### src/rtl/hipass_reader.sv
// Serial front end for the toll gate: synchronises rx, decodes a
// start/4-data/even-parity/stop frame and pulses the card code on hipass_out.
module hipass_reader #(
  parameter int BIT_CYCLES  = 4,
  parameter int HOLD_CYCLES = 2
) (
  input  logic       clk,
  input  logic       rst,
  input  logic       rx,
  output logic [3:0] hipass_out,
  output logic       frame_err
);

  localparam int TW = $clog2(BIT_CYCLES);
  localparam int HW = $clog2(HOLD_CYCLES + 1);
  localparam logic [TW-1:0] HALF_M1 = TW'(BIT_CYCLES / 2 - 1);
  localparam logic [TW-1:0] FULL_M1 = TW'(BIT_CYCLES - 1);
  localparam logic [HW-1:0] HOLD_M1 = HW'(HOLD_CYCLES - 1);

  typedef enum logic [2:0] {
    IDLE, START, DATA, PARITY, STOP, HOLD, WAIT_IDLE
  } state_t;

  state_t        state_q, state_d;
  logic          sync1_q, rx_s_q;
  logic [TW-1:0] timer_q, timer_d;
  logic [1:0]    bitcnt_q, bitcnt_d;
  logic [3:0]    shift_q, shift_d;
  logic          par_q, par_d;
  logic [HW-1:0] hold_q, hold_d;
  logic [3:0]    out_q, out_d;
  logic          err_q, err_d;

  always_ff @(posedge clk or posedge rst) begin
    if (rst) begin
      state_q  <= IDLE;
      sync1_q  <= 1'b1;
      rx_s_q   <= 1'b1;
      timer_q  <= '0;
      bitcnt_q <= '0;
      shift_q  <= '0;
      par_q    <= 1'b0;
      hold_q   <= '0;
      out_q    <= '0;
      err_q    <= 1'b0;
    end else begin
      state_q  <= state_d;
      sync1_q  <= rx;
      rx_s_q   <= sync1_q;
      timer_q  <= timer_d;
      bitcnt_q <= bitcnt_d;
      shift_q  <= shift_d;
      par_q    <= par_d;
      hold_q   <= hold_d;
      out_q    <= out_d;
      err_q    <= err_d;
    end
  end

  always_comb begin
    state_d  = state_q;
    timer_d  = timer_q;
    bitcnt_d = bitcnt_q;
    shift_d  = shift_q;
    par_d    = par_q;
    hold_d   = hold_q;
    out_d    = out_q;
    err_d    = 1'b0;
    case (state_q)
      IDLE: begin
        if (!rx_s_q) begin
          state_d = START;
          timer_d = '0;
        end
      end
      START: begin
        timer_d = timer_q + TW'(1);
        if (timer_q == HALF_M1) begin
          timer_d  = '0;
          bitcnt_d = '0;
          state_d  = rx_s_q ? IDLE : DATA;
        end
      end
      DATA: begin
        timer_d = timer_q + TW'(1);
        if (timer_q == FULL_M1) begin
          // d0 enters first and ends up in bit 0 after four shifts
          timer_d  = '0;
          shift_d  = {rx_s_q, shift_q[3:1]};
          bitcnt_d = bitcnt_q + 2'd1;
          if (bitcnt_q == 2'd3) state_d = PARITY;
        end
      end
      PARITY: begin
        timer_d = timer_q + TW'(1);
        if (timer_q == FULL_M1) begin
          timer_d = '0;
          par_d   = rx_s_q;
          state_d = STOP;
        end
      end
      STOP: begin
        timer_d = timer_q + TW'(1);
        if (timer_q == FULL_M1) begin
          timer_d = '0;
          if (!rx_s_q) begin
            err_d   = 1'b1;
            state_d = WAIT_IDLE;
          end else if (^{shift_q, par_q}) begin
            err_d   = 1'b1;
            state_d = IDLE;
          end else begin
            out_d   = shift_q;
            hold_d  = '0;
            state_d = HOLD;
          end
        end
      end
      HOLD: begin
        hold_d = hold_q + HW'(1);
        if (hold_q == HOLD_M1) begin
          out_d   = '0;
          state_d = IDLE;
        end
      end
      WAIT_IDLE: begin
        // a stuck-low line must rise before a new start is accepted
        if (rx_s_q) state_d = IDLE;
      end
      default: state_d = IDLE;
    endcase
  end

  assign hipass_out = out_q;
  assign frame_err  = err_q;

endmodule
### config.mk
export PLATFORM = sky130hd
export DESIGN_NAME = hipass_reader
export DESIGN_NICKNAME = d
export VERILOG_FILES = /design/src/rtl/hipass_reader.sv
export SDC_FILE = /design/constraint.sdc
export NUM_CORES = 1
export LEC_CHECK = 0
export CORE_AREA = 2 2 53 55
export CTS_BUF_LIST = sky130_fd_sc_hd__clkbuf_2
export DETAILED_ROUTE_END_ITERATION = 6
export DIE_AREA = 0 0 55 57
export GPL_TIMING_DRIVEN = 0
export PLACE_DENSITY_LB_ADDON = 0.25
export SETUP_SLACK_MARGIN = 0.5
export SLEW_MARGIN = 10
export SYNTH_ARGS = -nofsm -noshare
export SYNTH_HDL_FRONTEND = slang
export SYNTH_SLANG_ARGS = --single-unit
### constraint.sdc
create_clock -name clk -period 2.1 [get_ports clk]
set_input_delay 0.21 -clock clk [delete_from_list [all_inputs] [get_ports clk]]
set_output_delay 0.21 -clock clk [all_outputs]
set_load 0.01 [all_outputs]
==> impl_metrics.env, run 1 <==
export IMPL_max_slew_worst_pin_slew_ps=819
export IMPL_drive_gt1_share_pct=24.8
export IMPL_cp_max_fo=7
export IMPL_fin_crit_ps=1570
export IMPL_setup_worst_path_class="reg -> reg"
export IMPL_p_leak_nw=0.633
export IMPL_postCtsHoldBufs=0
export IMPL_critPathLaunchType="register"
export IMPL_grt_total_usage_pct=19.2
export IMPL_synth_warnings=0
export IMPL_clk_path_buf_depth=2
export IMPL_num_rows=19
export IMPL_coreArea_mm2=0.00262
export IMPL_nFillCells=244
export IMPL_p_per_area_mw_per_mm2=1540
export IMPL_slew_headroom_pct=45.3
export IMPL_cts_root_buf="clkbuf_2"
export IMPL_io_buffers=7
export IMPL_maxCapViolations=0
export IMPL_ir_drop_mv=1.28
export IMPL_synth_area_per_cell_um2=9.84
export IMPL_fin_ws_ps=531
export IMPL_die_x_um=55
export IMPL_detail_route_wl_per_cell_um=14.6
export IMPL_drcViolationCount=0
export IMPL_grt_pass1_vias=987
export IMPL_cp_end_kind="register"
export IMPL_area_delta_synth_final_pct=18.5
export IMPL_worstHoldEndpoint="sync1_q"
export IMPL_ys_flop_type="dfrtp_1"
export IMPL_arrival_ps=1850
export IMPL_final_max_slew_viol_count=0
export IMPL_postRouteAntennaNets=0
export IMPL_rsz0062_at_grt="true"
export IMPL_antenna_cells=0
export IMPL_die_area_mm2=0.00314
export IMPL_first_pass_iters=4
export IMPL_finalHoldViolCount=0
export IMPL_synth_area_mm2=0.00125
export IMPL_min_from="rx"
export IMPL_grt_overflow_total=0
export IMPL_ys_seq_area_share_pct=42.2
export IMPL_nets=154
export IMPL_max_freq_ghz=0.637
export IMPL_r2r_start="shift_q[3]"
export IMPL_htree_levels=1
export IMPL_grt_antenna_before_repair=0
export IMPL_synthCells=127
export IMPL_setup_reg_to_reg_worst_slack_ps=530
export IMPL_place_congestion=0.850
export IMPL_clk_pin_slew_worst_paths_ps=230
export IMPL_tritoncts="yes"
export IMPL_ys_ff_latch=21
export IMPL_multi_input_area_um2=713
export IMPL_async_flop_share_pct=100
export IMPL_drt_iter0_markers=25
export IMPL_rr_worst_depth=4
export IMPL_syn_num_nets=135
export IMPL_grt_pass1_wl_um=4470
export IMPL_cpPeakStageDelay_ps=460
export IMPL_drt_total_wl_um=2570
export IMPL_critPathRequiredTime_ps=2380
export IMPL_slowest_stage="xor3_2"
export IMPL_dp_hpwl_um=1720
export IMPL_hold_path_depth=1
export IMPL_timing_rr_end="hold_q[1]"
export IMPL_pre_cts_ws_ps=255
export IMPL_grt_max_degree=22
export IMPL_initial_core_util_pct=47.8
export IMPL_timing_final_crit_share_pct=74.7
export IMPL_cp_cell_sequence="xor3_2, xnor2_4, a311oi_1, a211o_1"
export IMPL_via_per_inst=5.61
export IMPL_synth_cell_types=40
export IMPL_finClkSkew_ps=34.1
export IMPL_vias=987
export IMPL_cts_buffers=3
export IMPL_outcome="completed"
export IMPL_setup_viol=0
export IMPL_synth_edf_count=0
export IMPL_clock_sinks=21
export IMPL_die_y_um=57
export IMPL_area_sequential_um2=528
export IMPL_min_path_type="in -> reg"
export IMPL_pin_count=8
export IMPL_fin_setup_tns_ps=0
export IMPL_insertion_delay_ps=360
cell usage in the layout (no fill, tap or decap), types with 3 or more instances in the layout:
cell type / n
buf_4: 8
nand3_1: 3
nor2b_1: 4
nor2_1: 5
ha_1: 5
a21oi_1: 4
nand2_1: 15
mux2_2: 5
clkdlybuf4s50_1: 7
dfrtp_1: 19
inv_1: 6
xnor2_1: 4
mux2i_1: 3
clkbuf_2: 7
o21ai_0: 12
worst max path at each step:
stage,from,to,slack (ps)
after floorplan,shift_q[0],hold_q[1],540
after global placement,timer_q[0],shift_q[3],290
after detailed placement,timer_q[0],shift_q[3],260
after CTS,timer_q[0],shift_q[3],520
after global routing,shift_q[3],hipass_out[2],470
final,shift_q[3],hold_q[1],530
cell type report:
type,instances,area share (%)
Sequential cell,21,35.6
Inverter,6,1.52
Buffer,7,2.45
Timing Repair Buffer,14,8.28
Multi-Input combinational cell,93,48.1
Clock buffer,4,1.35
Tap cell,31,2.62
cell usage after synthesis, drive strengths merged, types with 3 or more instances:
master	count	share of area, %
clkbuf	4	1.2
ha	5	5.0
dfrtp	19	38
nand2	15	4.5
nand3	3	1.2
o21ai	12	4.8
mux2	5	4.5
mux2i	3	2.4
buf	3	1.1
a21oi	4	1.6
nand2b	4	2.0
nor2b	4	2.0
nor2	7	2.1
xnor2	5	4.1
inv	6	1.8
worst max-delay path, delay by kind of cell (launching register included):
| kind | cells | cell delay, ps |
|---|---|---|
| flip-flops | 1 | 450 |
| XOR/XNOR | 2 | 700 |
| AO/OA/AOI/OAI | 2 | 380 |
cell families after synthesis:
group / count (synthesis) / synth area share (%)
simple gates: 39 / 15.5
xor+xnor: 7 / 8.31
compound gates: 34 / 17.9
fa+ha+maj: 5 / 5.01
flops: 21 / 42.2
mux: 8 / 6.91
buf+inv: 13 / 4.10
state kept, by name, summed over array words and instances, names as in the netlist:
register and count:
bitcnt_q 2, frame_err 1, hipass_out 4, hold_q 2, par_q 1, rx_s_q 1
shift_q 4, state_q 3, sync1_q 1, timer_q 2
power by group:
group	switching (W)	internal (W)
combinational	0.000682	0.000748
clock	0.000135	0.0000503
sequential	0.000127	0.000532
stage by stage:
stage	hold slack, ps	total power, W	cells	utilization (%)	instance area [µm²]
5_1_grt	257	0.00245	176	56.7	1480
4_1_cts	250	0.00215	173	55.3	1450
3_3_place_gp	347	0.00176	165	52.1	1360
3_5_place_dp	348	0.00179	165	52.1	1360
6_report	262	0.00227	176	56.7	1480
2_1_floorplan	185	0.00156	127	-	1250
what timing repair did:
item	in CTS	in global routing
resized for setup	7	8
setup buffers	4	3
pin swaps	0	1
endpoints found under the setup margin	16	14
routing by layer:
layer  GRT usage, %  share of wire (%)  vias to the layer above
li1               -                  -                      487
met1           29.1                 47                      470
met2           28.9                 47                       25
met4           5.23                1.5                        0
met3           2.36                3.7                        5
met5              0                  0                        -
(Power assumes the default switching activity.)
==> inputs of run 2 (changes only) <==
==> constraint.sdc (replaced) <==
create_clock -name clk -period 1.4 [get_ports clk]
set_input_delay 0.14 -clock clk [delete_from_list [all_inputs] [get_ports clk]]
set_output_delay 0.14 -clock clk [all_outputs]
set_load 0.01 [all_outputs]
==> impl_metrics.env, run 2 (same netlist as run 1, synthesis figures left out) <==
export IMPL_cts_buffers=3
export IMPL_initial_core_util_pct=47.8
export IMPL_via_per_inst=5.72
export IMPL_clk_path_buf_depth=2
export IMPL_finalHoldViolCount=0
export IMPL_cp_end_kind="register"
export IMPL_cts_root_buf="clkbuf_2"
export IMPL_grt_use_met2_pct=32.5
export IMPL_comb_power_share_pct=71.0
export IMPL_vias=1076
export IMPL_fin_setup_tns_ps=-1370
export IMPL_p_per_area_mw_per_mm2=2520
export IMPL_max_freq_ghz=0.633
export IMPL_setup_viol=13
export IMPL_fin_ws_ps=-181
export IMPL_critPathRequiredTime_ps=1630
export IMPL_drive_gt1_share_pct=45.2
export IMPL_io_buffers=7
export IMPL_clk_pin_slew_worst_paths_ps=210
export IMPL_grt_pass1_wl_um=4740
export IMPL_final_common_cell="dfrtp_1"
export IMPL_num_rows=19
export IMPL_drt_total_wl_um=2830
export IMPL_nets=166
export IMPL_r2r_start="par_q"
export IMPL_htree_levels=1
export IMPL_finClkSkew_ps=1.82
export IMPL_slew_headroom_pct=46.6
export IMPL_switching_power_w=0.00172
export IMPL_slowest_stage="xor3_2"
export IMPL_grt_pass1_vias=1052
export IMPL_swShare_pct=39.7
export IMPL_grt_antenna_before_repair=0
export IMPL_min_path_type="in -> reg"
export IMPL_outcome="complete, but fails checks"
export IMPL_drt_iter0_markers=22
export IMPL_pre_cts_ws_ps=-259
export IMPL_cp_max_fo=6
export IMPL_cp_startpoint="par_q"
export IMPL_use_met3_pct=2.36
export IMPL_place_congestion=0.760
export IMPL_insertion_delay_ps=310
export IMPL_tritoncts="yes"
export IMPL_max_slew_worst_pin_slew_ps=801
export IMPL_violations="negative setup slack"
export IMPL_final_cell_mix="19 x dfrtp_1, 15 x buf_4, 13 x nand2_1, 8 x o21ai_1, 7 x buf_6"
export IMPL_detail_route_wl_per_cell_um=15.0
export IMPL_grt_max_degree=22
export IMPL_postRouteAntennaNets=0
export IMPL_busiest_layer="met2"
export IMPL_critPathLaunchType="register"
export IMPL_met1_usage_pct=29.5
export IMPL_setup_worst_path_class="reg -> reg"
export IMPL_coreArea_mm2=0.00262
export IMPL_cp_cell_sequence="xor3_2, xnor2_4, a311oi_1, a211o_1"
export IMPL_cpPeakStageDelay_ps=500
export IMPL_final_max_slew_viol_count=0
export IMPL_clkPwrFrac_pct=5.9
export IMPL_first_pass_iters=6
export IMPL_die_area_mm2=0.00314
export IMPL_grt_total_usage_pct=20.5
export IMPL_p_leak_nw=0.762
export IMPL_min_from="rx"
export IMPL_drcViolationCount=0
export IMPL_die_x_um=55
export IMPL_fin_crit_ps=1580
export IMPL_rsz0062_at_grt="true"
export IMPL_arrival_ps=1810
export IMPL_die_y_um=57
export IMPL_p_int_w=0.00261
export IMPL_clock_sinks=21
export IMPL_ir_drop_mv=1.53
export IMPL_maxCapViolations=0
export IMPL_antenna_cells=0
export IMPL_grt_overflow_total=0
export IMPL_timing_final_crit_share_pct=113
export IMPL_seq_power_share_pct=23.0
export IMPL_area_delta_synth_final_pct=37.0
export IMPL_pin_count=8
export IMPL_dp_hpwl_um=1780
-- run 2: cell count changes in the layout (fill, tap and decap cells not counted), moves of 5 or more --
| cell | previous run | this run |
|---|---|---|
| mux2_2 | 5 | 0 |
| clkdlybuf4s50_1 | 7 | 2 |
| o21ai_0 | 12 | 3 |
| buf_6 | 0 | 7 |
| buf_4 | 8 | 15 |
| mux2_4 | 0 | 5 |
| o21ai_1 | 0 | 8 |
-- run 2: worst paths after layout --
| check | endpoint | depth (start not counted) | slack (ps) |
|---|---|---|---|
| worst max-delay path | hold_q[1] | 4 | -180 |
| worst min-delay path | sync1_q | 1 | 200 |
| worst max register to register | hold_q[1] | 4 | -180 |
| worst min register to register | rx_s_q | 0 | 370 |
| max in group asynchronous | bitcnt_q[0] | 2 | 680 |
| min in group asynchronous | state_q[2] | 2 | 240 |
-- run 2: stage by stage --
| step | cells | area, µm² | util [%] | hold WS, ps | total power [W] |
|---|---|---|---|---|---|
| after global placement | 165 | 1450 | 55.6 | 345 | 0.00299 |
| after detailed placement | 165 | 1450 | 55.6 | 348 | 0.00304 |
| after CTS | 185 | 1630 | 62.2 | 189 | 0.00401 |
| after global routing | 188 | 1710 | 65.5 | 168 | 0.00463 |
| after floorplan | 127 | 1350 | - | 115 | 0.00269 |
| final | 188 | 1710 | 65.5 | 196 | 0.00432 |
-- run 2: what timing repair did --
item	in CTS	in global routing
hold buffers	0	0
buffers inserted	16	3
pin swaps	8	9
resized for setup	35	16
setup endpoints to repair	24	24
-- run 2: worst max-delay path: cells and delay by family, from the launching register on --
family	cells	cell delay (ps)
flops	1	400
compound gates	2	360
xor+xnor	2	730
-- run 2: final cells by class --
type                       instances  area (µm²)
multi-input combinational         93         830
inverter                           6        25.0
fill                             200         902
buffer                             7        58.8
timing repair buffer              26         213
tap                               31        38.8
clock inverter                     1        5.00
clock buffer                       3        15.0
sequential                        21         528
-- run 2: routing by layer --
layer | part of all wire, % | vias up | routed length, µm
met5 | 0 | - | 0
li1 | - | 504 | -
met2 | 49 | 23 | 1390
met3 | 2.7 | 4 | 75
met4 | 0.71 | 0 | 20
met1 | 47 | 545 | 1340
-- run 2: power groups by stage --
| stage | combinational (W) | clock, W | sequential (W) |
|---|---|---|---|
| final | 0.00307 | 0.000256 | 0.000996 |
| after CTS | 0.00277 | 0.000263 | 0.000981 |
| after global routing | 0.00331 | 0.000303 | 0.00102 |
| after detailed placement | 0.00199 | 0 | 0.00105 |
| after global placement | 0.00196 | 0 | 0.00104 |
| after floorplan | 0.00168 | 0 | 0.00101 |
==> inputs of run 3 (changes only) <==
==> config.mk (replaced) <==
export PLATFORM = sky130hd
export DESIGN_NAME = hipass_reader
export DESIGN_NICKNAME = d
export VERILOG_FILES = /design/src/rtl/hipass_reader.sv
export SDC_FILE = /design/constraint.sdc
export NUM_CORES = 1
export LEC_CHECK = 0
export ABC_AREA = 1
export CORE_AREA = 2 2 52 54
export CTS_BUF_LIST = sky130_fd_sc_hd__clkbuf_2
export DETAILED_ROUTE_END_ITERATION = 6
export DIE_AREA = 0 0 54 56
export GPL_TIMING_DRIVEN = 0
export PLACE_DENSITY_LB_ADDON = 0.25
export SETUP_SLACK_MARGIN = 0.5
export SYNTH_ARGS = -nofsm -noshare
export SYNTH_HDL_FRONTEND = slang
export SYNTH_SLANG_ARGS = --single-unit
==> impl_metrics.env, run 3 <==
export IMPL_outcome="complete, but fails checks"
export IMPL_violations="negative setup slack"
export IMPL_synthCells=149
export IMPL_antenna_cells=0
export IMPL_fin_ws_ps=-60.0
export IMPL_cp_end_kind="register"
export IMPL_io_buffers=7
export IMPL_yosys_area_share_simple_pct=32.6
export IMPL_area_delta_synth_final_pct=49.8
export IMPL_grt_antenna_before_repair=0
export IMPL_grt_overflow_total=0
export IMPL_clk_pin_slew_worst_paths_ps=200
export IMPL_vias=1154
export IMPL_drt_total_wl_um=3140
export IMPL_synth_edf_count=0
export IMPL_die_area_mm2=0.00302
export IMPL_critPathLaunchType="register"
export IMPL_maxCapViolations=0
export IMPL_synthMuxAreaShare_pct=0
export IMPL_via_per_inst=5.22
export IMPL_synth_top_family_by_area="simple AND/OR/NAND/NOR gates"
export IMPL_synth_xor_area_share_pct=1.48
export IMPL_clkPwrFrac_pct=8.2
export IMPL_cts_root_buf="clkbuf_2"
export IMPL_synth_common_cells="46 x nand2_1, 19 x dfrtp_1, 17 x inv_1"
export IMPL_swShare_pct=46.2
export IMPL_yosys_area_top_type_share_pct=40.1
export IMPL_setup_reg_to_reg_worst_slack_ps=-60
export IMPL_max_slew_worst_pin_slew_ps=457
export IMPL_syn_num_nets=157
export IMPL_htree_levels=1
export IMPL_grt_pass1_wl_um=4780
export IMPL_insertion_delay_ps=340
export IMPL_area_sequential_um2=534
export IMPL_grt_pass1_vias=1156
export IMPL_synthAdderAreaFrac_pct=5.27
export IMPL_switching_power_w=0.00149
export IMPL_seq_power_share_pct=28.8
export IMPL_synth_most_common_cell="nand2_1"
export IMPL_rsz0062_at_grt="true"
export IMPL_ys_flop_type="dfrtp_1"
export IMPL_p_per_area_mw_per_mm2=1820
export IMPL_finalHoldViolCount=0
export IMPL_tritoncts="yes"
export IMPL_first_pass_iters=5
export IMPL_async_flop_share_pct=100
export IMPL_dp_hpwl_um=1790
export IMPL_synth_warnings=0
export IMPL_synth_area_leaders="dfrtp_1 40%, nand2_1 15%, nand3_1 6.8%"
export IMPL_synth_area_mm2=0.00119
export IMPL_drt_iter0_markers=30
export IMPL_multi_input_area_um2=763
export IMPL_timing_final_crit_share_pct=104
export IMPL_yosysTopAreaCell="dfrtp_1"
export IMPL_grt_max_degree=22
export IMPL_cp_startpoint="state_q[0]"
export IMPL_setup_viol=3
export IMPL_synth_compound_area_share_pct=8.76
export IMPL_drive_gt1_share_pct=61.3
export IMPL_pin_count=8
export IMPL_detail_route_wl_per_cell_um=14.2
export IMPL_ir_drop_mv=1.19
export IMPL_finClkSkew_ps=5.73
export IMPL_setup_worst_path_class="reg -> reg"
export IMPL_final_max_slew_viol_count=0
export IMPL_p_int_w=0.00173
export IMPL_comb_power_share_pct=63.0
export IMPL_clk_path_buf_depth=2
export IMPL_p_leak_nw=0.888
export IMPL_coreArea_mm2=0.00243
export IMPL_ys_ff_latch=21
export IMPL_num_rows=18
export IMPL_final_cell_mix="27 x nand2_1, 24 x buf_4, 20 x nand2_2, 14 x dfrtp_1, 13 x inv_2"
export IMPL_place_congestion=0.857
export IMPL_die_y_um=56
export IMPL_grt_total_usage_pct=21.1
export IMPL_fin_crit_ps=1460
export IMPL_rr_worst_depth=9
export IMPL_pre_cts_ws_ps=-16.0
export IMPL_initial_core_util_pct=48.8
export IMPL_postRouteAntennaNets=0
export IMPL_cts_buffers=3
export IMPL_clock_sinks=21
export IMPL_utilization_pct=73.0
export IMPL_r2r_start="state_q[0]"
export IMPL_drcViolationCount=0
export IMPL_slew_headroom_pct=69.5
export IMPL_final_common_cell="nand2_1"
export IMPL_ys_seq_area_share_pct=44.5
export IMPL_synth_area_per_cell_um2=7.96
export IMPL_die_x_um=54
export IMPL_nFillCells=176
export IMPL_synth_cell_types=23
export IMPL_min_path_type="in -> async"
export IMPL_nets=200
export IMPL_arrival_ps=1710
export IMPL_max_freq_ghz=0.685
export IMPL_cp_max_fo=4
export IMPL_postCtsHoldBufs=0
export IMPL_critPathRequiredTime_ps=1650
## run 3: metal layers
| layer | wire length, µm | GRT usage (%) | vias to the layer above |
|---|---|---|---|
| met3 | 70 | 3.49 | 13 |
| met1 | 1310 | 24.6 | 558 |
| met5 | 0 | 0 | - |
| met4 | 121 | 11.1 | 0 |
| met2 | 1640 | 35.7 | 24 |
| li1 | - | - | 559 |
## run 3: cells by family after synthesis
family,after synthesis
and+or+nand+nor,81
xor gates and xnor gates,2
adders and majority gates,5
AOI/OAI and AO/OA,17
DFF,21
buffers and inverters,23
## run 3: area by class of cell
| type | instances | area share [%] |
|---|---|---|
| Timing Repair Buffer | 38 | 18.0 |
| Tap cell | 30 | 2.11 |
| Buffer | 1 | 0.634 |
| Clock buffer | 4 | 1.13 |
| Inverter | 22 | 5.14 |
| Sequential cell | 21 | 30.1 |
| Multi-Input combinational cell | 105 | 43.0 |
## run 3: stage by stage
step                      TNS (ps)  instance area (µm²)  total power, W  instances  hold slack (ps)
after floorplan                  0                 1210         0.00185        149              115
after detailed placement     -30.7                 1320         0.00210        186              349
after global placement       -9.34                 1320         0.00205        186              347
after CTS                        0                 1590         0.00275        212              197
final                         -103                 1780         0.00323        221              134
after global routing          -676                 1780         0.00346        221              153
## run 3: power by group through the flow
stage                     clock network (W)  logic, W  registers (W)
final                              0.000266   0.00203       0.000928
after CTS                          0.000263   0.00158       0.000910
after detailed placement                  0   0.00117       0.000925
after floorplan                           0  0.000955       0.000898
after global routing               0.000298   0.00222       0.000943
after global placement                    0   0.00114       0.000916
## run 3: path summary, 6_finish.rpt
kind | end
min in group clk | sync1_q
worst min register to register | rx_s_q
worst max-delay path | state_q[1]
worst min-delay path | timer_q[0]
worst max register to register | state_q[1]
max in group asynchronous | rx_s_q
## run 3: critical path: stages (launching register included)
cell and delay, ps:
dfrtp_2 510, inv_4 70, nor3_4 270, nand2_2 100, o21ai_2 80, nor2_2 70
nand2_2 100, inv_2 70, nand2_2 60, o21ai_2 50
## run 3: repair_timing
| action | 4_1_cts | 5_1_grt |
|---|---|---|
| endpoints found under the hold margin | 0 | 0 |
| resized for setup | 56 | 33 |
| buffers inserted | 22 | 9 |
| pin swaps | 16 | 14 |
| endpoints found under the setup margin | 24 | 43 |
